$ cat config.mk
export PLATFORM = sky130hd
export DESIGN_NAME = mem_arbiter
export DESIGN_NICKNAME = d
export VERILOG_FILES = /design/src/rtl/mem_arb_pkg.sv /design/src/rtl/mem_arb_rsp_slot.sv /design/src/rtl/mem_arbiter.sv
export SDC_FILE = /design/constraint.sdc
export NUM_CORES = 1
export LEC_CHECK = 0
export ABC_AREA = 1
export ABC_CLOCK_PERIOD_IN_PS = 1980
export BUFFER_PORTS_ARGS = -buffer_cell sky130_fd_sc_hd__buf_2
export CAP_MARGIN = 20
export CORE_AREA = 5 5 114 116
export CTS_BUF_LIST = sky130_fd_sc_hd__clkbuf_8 sky130_fd_sc_hd__clkbuf_16
export DETAILED_ROUTE_END_ITERATION = 12
export DIE_AREA = 0 0 119 121
export PLACE_DENSITY = 0.66
export SLEW_MARGIN = 20
export SYNTH_ARGS = -nofsm -noshare
export SYNTH_HDL_FRONTEND = slang
export SYNTH_SLANG_ARGS = --single-unit
$ cat constraint.sdc
create_clock -name clk -period 1.98 [get_ports clk]
set_clock_uncertainty 0.2 [all_clocks]
set_input_delay 0.297 -clock clk [delete_from_list [all_inputs] [get_ports clk]]
set_output_delay 0.297 -clock clk [all_outputs]
set_load 0.02 [all_outputs]
$ cat src/rtl/mem_arb_pkg.sv
// Shared definitions for the two-port memory arbiter: port indices,
// priority-pointer encoding and the address-width helper.
package mem_arb_pkg;

  localparam int NUM_PORTS = 2;
  localparam int PORT0     = 0;
  localparam int PORT1     = 1;

  typedef enum logic {
    PRI0 = 1'b0,
    PRI1 = 1'b1
  } pri_e;

  // Bits needed to index a memory of the given depth (at least one).
  function automatic int addr_w(input int depth);
    return (depth > 1) ? $clog2(depth) : 1;
  endfunction

endpackage

$ cat src/rtl/mem_arb_rsp_slot.sv
// One-entry response holding register: load has priority over clear, so a
// consume and a new grant in the same cycle reload without a bubble.
module mem_arb_rsp_slot #(
  parameter int WIDTH = 32
) (
  input  logic             clk,
  input  logic             rst,
  input  logic             load,
  input  logic             clear,
  input  logic [WIDTH-1:0] load_rdata,
  input  logic             load_err,
  output logic             valid,
  output logic [WIDTH-1:0] rdata,
  output logic             err
);

  // NOTE: sequential state uses non-blocking assignments only, so every
  // register samples pre-edge values regardless of block ordering.
  always_ff @(posedge clk) begin
    if (rst) begin
      valid <= 1'b0;
      rdata <= '0;
      err   <= 1'b0;
    end else if (load) begin
      valid <= 1'b1;
      rdata <= load_rdata;
      err   <= load_err;
    end else if (clear) begin
      valid <= 1'b0;
      rdata <= '0;
      err   <= 1'b0;
    end
  end

endmodule

$ cat src/rtl/mem_arbiter.sv
// Two-port arbiter in front of a single-ported data memory, one grant per cycle.
// Define MEM_ARB_ROUND_ROBIN_EN for round-robin; default build is fixed priority (port 0).
module mem_arbiter
  import mem_arb_pkg::*;
#(
  parameter int WIDTH = 32,
  parameter int DEPTH = 1024
) (
  input  logic             clk,
  input  logic             rst,
  input  logic             req0_valid,
  output logic             req0_ready,
  input  logic [WIDTH-1:0] req0_addr,
  input  logic             req0_we,
  input  logic [WIDTH-1:0] req0_wdata,
  output logic             rsp0_valid,
  input  logic             rsp0_ready,
  output logic [WIDTH-1:0] rsp0_rdata,
  output logic             rsp0_err,
  input  logic             req1_valid,
  output logic             req1_ready,
  input  logic [WIDTH-1:0] req1_addr,
  input  logic             req1_we,
  input  logic [WIDTH-1:0] req1_wdata,
  output logic             rsp1_valid,
  input  logic             rsp1_ready,
  output logic [WIDTH-1:0] rsp1_rdata,
  output logic             rsp1_err,
  output logic [WIDTH-1:0] mem_address,
  output logic [WIDTH-1:0] mem_data_write,
  output logic             mem_MemWrite,
  output logic             mem_MemRead,
  input  logic [WIDTH-1:0] mem_data_read
);

  localparam int ADDR_W = addr_w(DEPTH);
  localparam logic [ADDR_W:0] DEPTH_A = (ADDR_W + 1)'(DEPTH);

  logic [NUM_PORTS-1:0] req_v, rsp_r, rsp_v, in_range, elig, cand, grant;
  logic                 favour0;

  assign req_v = {req1_valid, req0_valid};
  assign rsp_r = {rsp1_ready, rsp0_ready};
  assign rsp_v = {rsp1_valid, rsp0_valid};

  // Upper address bits must be zero and the low bits below DEPTH, which also
  // covers depths that are not a power of two.
  assign in_range[PORT0] = (req0_addr[WIDTH-1:ADDR_W] == '0) &&
                           ({1'b0, req0_addr[ADDR_W-1:0]} < DEPTH_A);
  assign in_range[PORT1] = (req1_addr[WIDTH-1:ADDR_W] == '0) &&
                           ({1'b0, req1_addr[ADDR_W-1:0]} < DEPTH_A);

  assign elig = ~rsp_v | rsp_r;
  assign cand = req_v & elig & {NUM_PORTS{~rst}};

`ifdef MEM_ARB_ROUND_ROBIN_EN
  pri_e pri_q, pri_d;

  always_ff @(posedge clk) begin
    if (rst) pri_q <= PRI0;
    else     pri_q <= pri_d;
  end

  // After contention the pointer moves to the port that lost.
  always_comb begin
    pri_d = pri_q;
    if (&cand) pri_d = (pri_q == PRI0) ? PRI1 : PRI0;
  end

  assign favour0 = (pri_q == PRI0);
`else
  assign favour0 = 1'b1;
`endif

  // NOTE: every combinational output gets a default first so no latch is inferred.
  always_comb begin
    grant = '0;
    if (cand[PORT0] && (!cand[PORT1] || favour0)) grant[PORT0] = 1'b1;
    else if (cand[PORT1])                         grant[PORT1] = 1'b1;
  end

  assign req0_ready = elig[PORT0] & ~rst & ~grant[PORT1];
  assign req1_ready = elig[PORT1] & ~rst & ~grant[PORT0];

  logic             any_grant, g_we, g_in_range;
  logic [WIDTH-1:0] g_addr, g_wdata;

  assign any_grant  = |grant;
  assign g_addr     = grant[PORT1] ? req1_addr  : req0_addr;
  assign g_wdata    = grant[PORT1] ? req1_wdata : req0_wdata;
  assign g_we       = grant[PORT1] ? req1_we    : req0_we;
  assign g_in_range = grant[PORT1] ? in_range[PORT1] : in_range[PORT0];

  assign mem_MemWrite   = any_grant &  g_we & g_in_range;
  assign mem_MemRead    = any_grant & ~g_we & g_in_range;
  assign mem_address    = (any_grant && g_in_range) ? g_addr : '0;
  assign mem_data_write = mem_MemWrite ? g_wdata : '0;

  logic [WIDTH-1:0] ld_rdata;
  assign ld_rdata = mem_MemRead ? mem_data_read : '0;

  mem_arb_rsp_slot #(.WIDTH(WIDTH)) u_slot0 (
    .clk        (clk),
    .rst        (rst),
    .load       (grant[PORT0]),
    .clear      (rsp0_ready),
    .load_rdata (ld_rdata),
    .load_err   (~g_in_range),
    .valid      (rsp0_valid),
    .rdata      (rsp0_rdata),
    .err        (rsp0_err)
  );

  mem_arb_rsp_slot #(.WIDTH(WIDTH)) u_slot1 (
    .clk        (clk),
    .rst        (rst),
    .load       (grant[PORT1]),
    .clear      (rsp1_ready),
    .load_rdata (ld_rdata),
    .load_err   (~g_in_range),
    .valid      (rsp1_valid),
    .rdata      (rsp1_rdata),
    .err        (rsp1_err)
  );

endmodule

## Word level (Yosys, flattened, before mapping)

Cells that the tools add are included.
W data, S select, Z words.

- Bits in registers: 68
- Output and inout port bits: 136
- Input port bits: 168
- Word-level logic and storage cells: 49

- Multiplexer cells: 20
- Bitwise gates (word level): 17
- Reductions and logical operators: 6

Operators by type and width:

| operator | number |
|---|---|
| $mux W32 | 9 |
| $logic_not A22 Y1 | 2 |
| $mux W1 | 11 |
| $and A1 B1 Y1 | 8 |
| $not A1 Y1 | 5 |
| $and A2 B2 Y2 | 2 |
| $reduce_bool A2 Y1 | 2 |
| $not A2 Y2 | 1 |
| $or A2 B2 Y2 | 1 |
| $reduce_or A2 Y1 | 1 |
| $logic_and A1 B1 Y1 | 1 |

## Longest topological paths before layout

- Depth after elaboration: 12
- Gate-level depth with buffers: 12
- Gate-level depth less buffers: 10

## Modules after synthesis

Synthesis repeated with hierarchy kept, for this count alone.

- Cell total of the unflattened synthesis: 692
- Area, all modules: 4430.5 um2

Modules (own cells, without submodules):

| module | seq. area each (um2) | area each (um2) | cells each | instances |
|---|---|---|---|---|
| mem_arb_rsp_slot | 680.7 | 1202.4 | 148 | 2 |
| mem_arbiter | 0.0 | 2025.7 | 396 | 1 |

## Worst setup path before layout

OpenSTA, ideal clock, no wires.

- Path kind: flip-flop to output port
- Start point: register u_slot0.valid
- End point: output port mem_data_write[10]
- Buffers on the path: 2
- Arrival: 1.751 ns
- Required time: 1.483 ns
- Stages on the path, launching flop included: 9
- Path slack: -0.268 ns
- Cells stage by stage: dfxtp_1 -> nand2_2 -> nand2_4 -> nand3_4 -> inv_2 -> buf_2 -> clkbuf_1 -> nand2_1 -> a21oi_1

- Word-level cells in the longest chain between the ends: 9
- Elaborated cells on any way between the ends: 13
- Those cells by class: mux (6); bitwise (6); reduce/logical (1)

Ends and longest elaborated chain:

| element | RTL line | source |
|---|---|---|
| start, declared | mem_arb_rsp_slot.sv:12 | `output logic valid,` |
| start signal, assigned | mem_arb_rsp_slot.sv:21 | `valid <= 1'b0;` |
| start signal, assigned | mem_arb_rsp_slot.sv:25 | `valid <= 1'b1;` |
| start signal, assigned | mem_arb_rsp_slot.sv:29 | `valid <= 1'b0;` |
| $not A2 Y2 (*) | mem_arbiter.sv:53 | `assign elig = ~rsp_v \| rsp_r;` |
| $or A2 B2 Y2 (*) | mem_arbiter.sv:53 |  |
| $and A2 B2 Y2 (*) (2 in a row) | mem_arbiter.sv:54 | `assign cand = req_v & elig & {NUM_PORTS{~rst}};` |
| $mux W1 | mem_arbiter.sv:78 | `if (cand[PORT0] && (!cand[PORT1] \|\| favour0)) grant[PORT0] = 1'b1;` |
| $reduce_or A2 Y1 / $mux W1 (equally long branches) | mem_arbiter.sv:88, mem_arbiter.sv:91 |  |
| $and A1 B1 Y1 (2 in a row) | mem_arbiter.sv:94 | `assign mem_MemWrite = any_grant & g_we & g_in_range;` |
| $mux W32 (*) | mem_arbiter.sv:97 | `assign mem_data_write = mem_MemWrite ? g_wdata : '0;` |
| end, declared | mem_arbiter.sv:30 | `output logic [WIDTH-1:0] mem_data_write,` |

Mark *: on every way between the ends. The rest lies on a longest branch, timed or not.

## Worst setup path after layout

- Start point: register u_slot0.valid
- End point: output port mem_data_write[31]

The elaborated chain is that of the path after synthesis.

==> results.cfg <==
[status]
status = finished, violations left
violations = setup timing

[synth]
synth_edf_count = 0
yosysTopAreaCell = dfxtp_1
synth_warnings = 0
synth_area_sq_um = 3540
synth_seq_cells = 68
avgSynthCellArea_sq_um = 6.76
synthArstFlopShare_pct = 0
synth_cell_types = 23
ys_top_cells_by_area = dfxtp_1 38%, nand2_1 18%, a21oi_1 15%
synthCells = 524
ys.flop_type = dfxtp_1
synth_top_area_share_pct = 38.4
ys_seq_area_share_pct = 38.4

[clock_network]
cts.path.max_buffers = 2
clkSinkCount = 68
ctsRootBufferMaster = clkbuf_16
clk_pin_slew_worst_paths_ns = 0.06
ctsHoldBuffers = 0
h-tree-depth = 3
insertion_delay_ns = 0.33
cts_tree = built
cts_made_buffers = 9

[placement]
postPlaceCellArea_sq_um = 5590
dpl_worst_slack_ns = -0.177
io_buffer_count = 281
hpwl_um = 10700
gp_congestion = 0.878

[worst_setup_path]
critPathBufInv = 4
cp_slowest_cell = dfxtp_4
cpMostUsedCell = nand2_4
reg2reg_to = u_slot0.rdata[6]
end_kind = output port
critPathLaunchType = register
crit_fanout = 8
r2r_start = u_slot1.valid
crit_chain = nand2_4, nand2_4, nand3_4, clkinv_4, nand2_2, nand4_1, buf_4, clkbuf_16, a21oi_4, buf_6
crit_family = buffers and inverters
cp_data_arrival_time_ns = 1.86
crit_type = reg2out
max_stage_delay_ns = 0.35
worst-r2r-setup-slack_ns = -0.17
crit_required_ns = 1.48
r2r.worst_path.cells = 12

[finish]
multi_input_area_sq_um = 2910
seqCellArea_sq_um = 1370
fin_nets = 1000
n_antenna_cell = 0
syn_to_final_growth_pct = 107
drive_gt1_share_pct = 63.0
nFillCells = 1023
design_area_sq_um = 7330

[detailed_routing]
drc_errors = 0
dr_wl_met2_um = 8480
drt-total-wl_um = 17400
firstDrtPassIters = 4
wl_met3_um = 1230
via_per_inst = 4.92
post_drt_wl_per_cell_um = 17.7
top_layer = met4
initialDrtViolationCount = 253
ant_nets = 0
wl_met1_um = 7260
vias = 4843

[timing]
period_minus_slack_ns = 2.35
fin_crit_sh_pct = 119
setup-violations-final = 108
slew_headroom_pct = 33.9
slew_viol_final = 0
fmax_mhz = 425
final_hold_viol_count = 0
setup_ws_ns = -0.372
holdWs_ns = 0.0262
fin_setup_tns_ns = -22.35
rsz0062_at_grt = true
tightest_slew_ns = 0.992

[power_and_ir_drop]
power_density_nw_per_um2 = 562
power_leakage_nw = 3.06
vdd_drop_max_v = 0.000418

[floorplan]
die_area_sq_um = 14400
die_w_um = 119
ios = 304
core_area_sq_um = 11800
initial_core_util_pct = 30.0
core.rowCount = 40
die_h_um = 121

[worst_hold_path]
hold_path_end = u_slot1.rdata[20]
hold_path.startpoint = mem_data_read[20]
hold_path.class = in2reg
whs_path_depth = 3

[grt]
grt_antenna_before_repair = 0
first_global_vias = 4283
grt_util_all_layers_pct = 19.1
grt_pass1_wl_um = 22400
grt_overflow = 0
grt_max_degree = 67

[job]
drv_cap = 0
==> logic make-up (layout without fill, tap and decap cells) <==
kind of cell | count (synthesis) | after routing | share of synthesized area (%)
simple gates | 276 | 276 | 34.1
other cells | 1 | 22 | 0.106
flops | 68 | 68 | 38.4
buf+inv | 67 | 359 | 11.1
compound gates | 112 | 112 | 16.3
==> synthesized netlist by cell type, types with 2 or more instances <==
library cell	n
inv_1	3
nor2_1	30
or2_0	2
nand4_1	2
buf_1	2
nand3_1	59
buf_6	5
a21oi_1	108
buf_4	22
clkbuf_1	24
buf_2	7
nand2_1	169
dfxtp_1	68
a21oi_2	3
inv_2	3
nand3_2	10
==> report_power, final <==
group	switching (mW)	internal [mW]
logic	0.446	0.298
clock network	0.628	1.37
registers	0.00466	1.37
==> state kept, by name, summed over array words and instances, names as in the netlist <==
| register | cells |
|---|---|
| u_slot0.rdata | 32 |
| u_slot1.rdata | 32 |
| u_slot0.err | 1 |
| u_slot0.valid | 1 |
| u_slot1.err | 1 |
| u_slot1.valid | 1 |
==> how the worst max path moves through the flow <==
stage | endpoint | slack, ns | depth (start not counted) | from
after global placement | mem_data_write[7] | -0.16 | 10 | req1_addr[18]
after global routing | mem_data_write[22] | -0.48 | 8 | u_slot1.valid
after floorplan | mem_data_write[10] | -0.03 | 8 | u_slot0.valid
final | mem_data_write[31] | -0.37 | 10 | u_slot0.valid
after detailed placement | mem_data_write[23] | -0.18 | 10 | req1_addr[18]
after CTS | mem_address[0] | -0.35 | 7 | u_slot1.valid
==> timing repair <==
action                     in CTS  in global routing
gates cloned                    2                 15
pin swaps                       4                 46
buffers inserted                3                  7
setup endpoints to repair      45                108
gates resized for setup        59                175
==> per-stage QoR <==
step / power [mW] / util [%] / instances
after global routing: 4.27 / 62.0 / 984
after detailed placement: 1.99 / 47.4 / 942
after global placement: 1.99 / 47.4 / 942
after CTS: 4.01 / 52.5 / 962
after floorplan: 1.74 / - / 545
final: 4.12 / 62.0 / 984
==> per-layer routing <==
| metal | vias to the layer above | GRT usage [%] |
|---|---|---|
| li1 | 2320 | - |
| met1 | 2272 | 24.7 |
| met2 | 216 | 31.4 |
| met3 | 35 | 4.71 |
| met4 | 0 | 6.01 |
| met5 | - | 0 |
==> layout by cell type (no fill, tap or decap), drive strengths merged <==
cell    netlist  routed
conb          1      22
inv           6       7
nor2         31      31
nand2       171     171
nand3        70      70
a21boi        1       1
a21oi       111     111
nand4         2       2
clkinv        0       2
or2           2       2
buf          37     328
clkbuf       24      18
dfxtp        68      68
bufinv        0       4
==> cell type report <==
type	count	share of cell area [%]
Clock buffer	9	3.07
Clock inverter	7	2.00
Inverter	6	0.376
Multi-Input combinational cell	410	39.8
Sequential cell	68	18.7
Tap cell	147	2.51
Timing Repair Buffer	337	33.6
==> worst reg2reg max path: cells and delay by family, from the launching register on <==
kind / cells / cell delay (ns)
simple gates: 5 / 0.56
compound gates: 2 / 0.31
buf+inv: 5 / 0.64
flops: 1 / 0.36
Note: power is estimated with default switching activity, not from simulation.
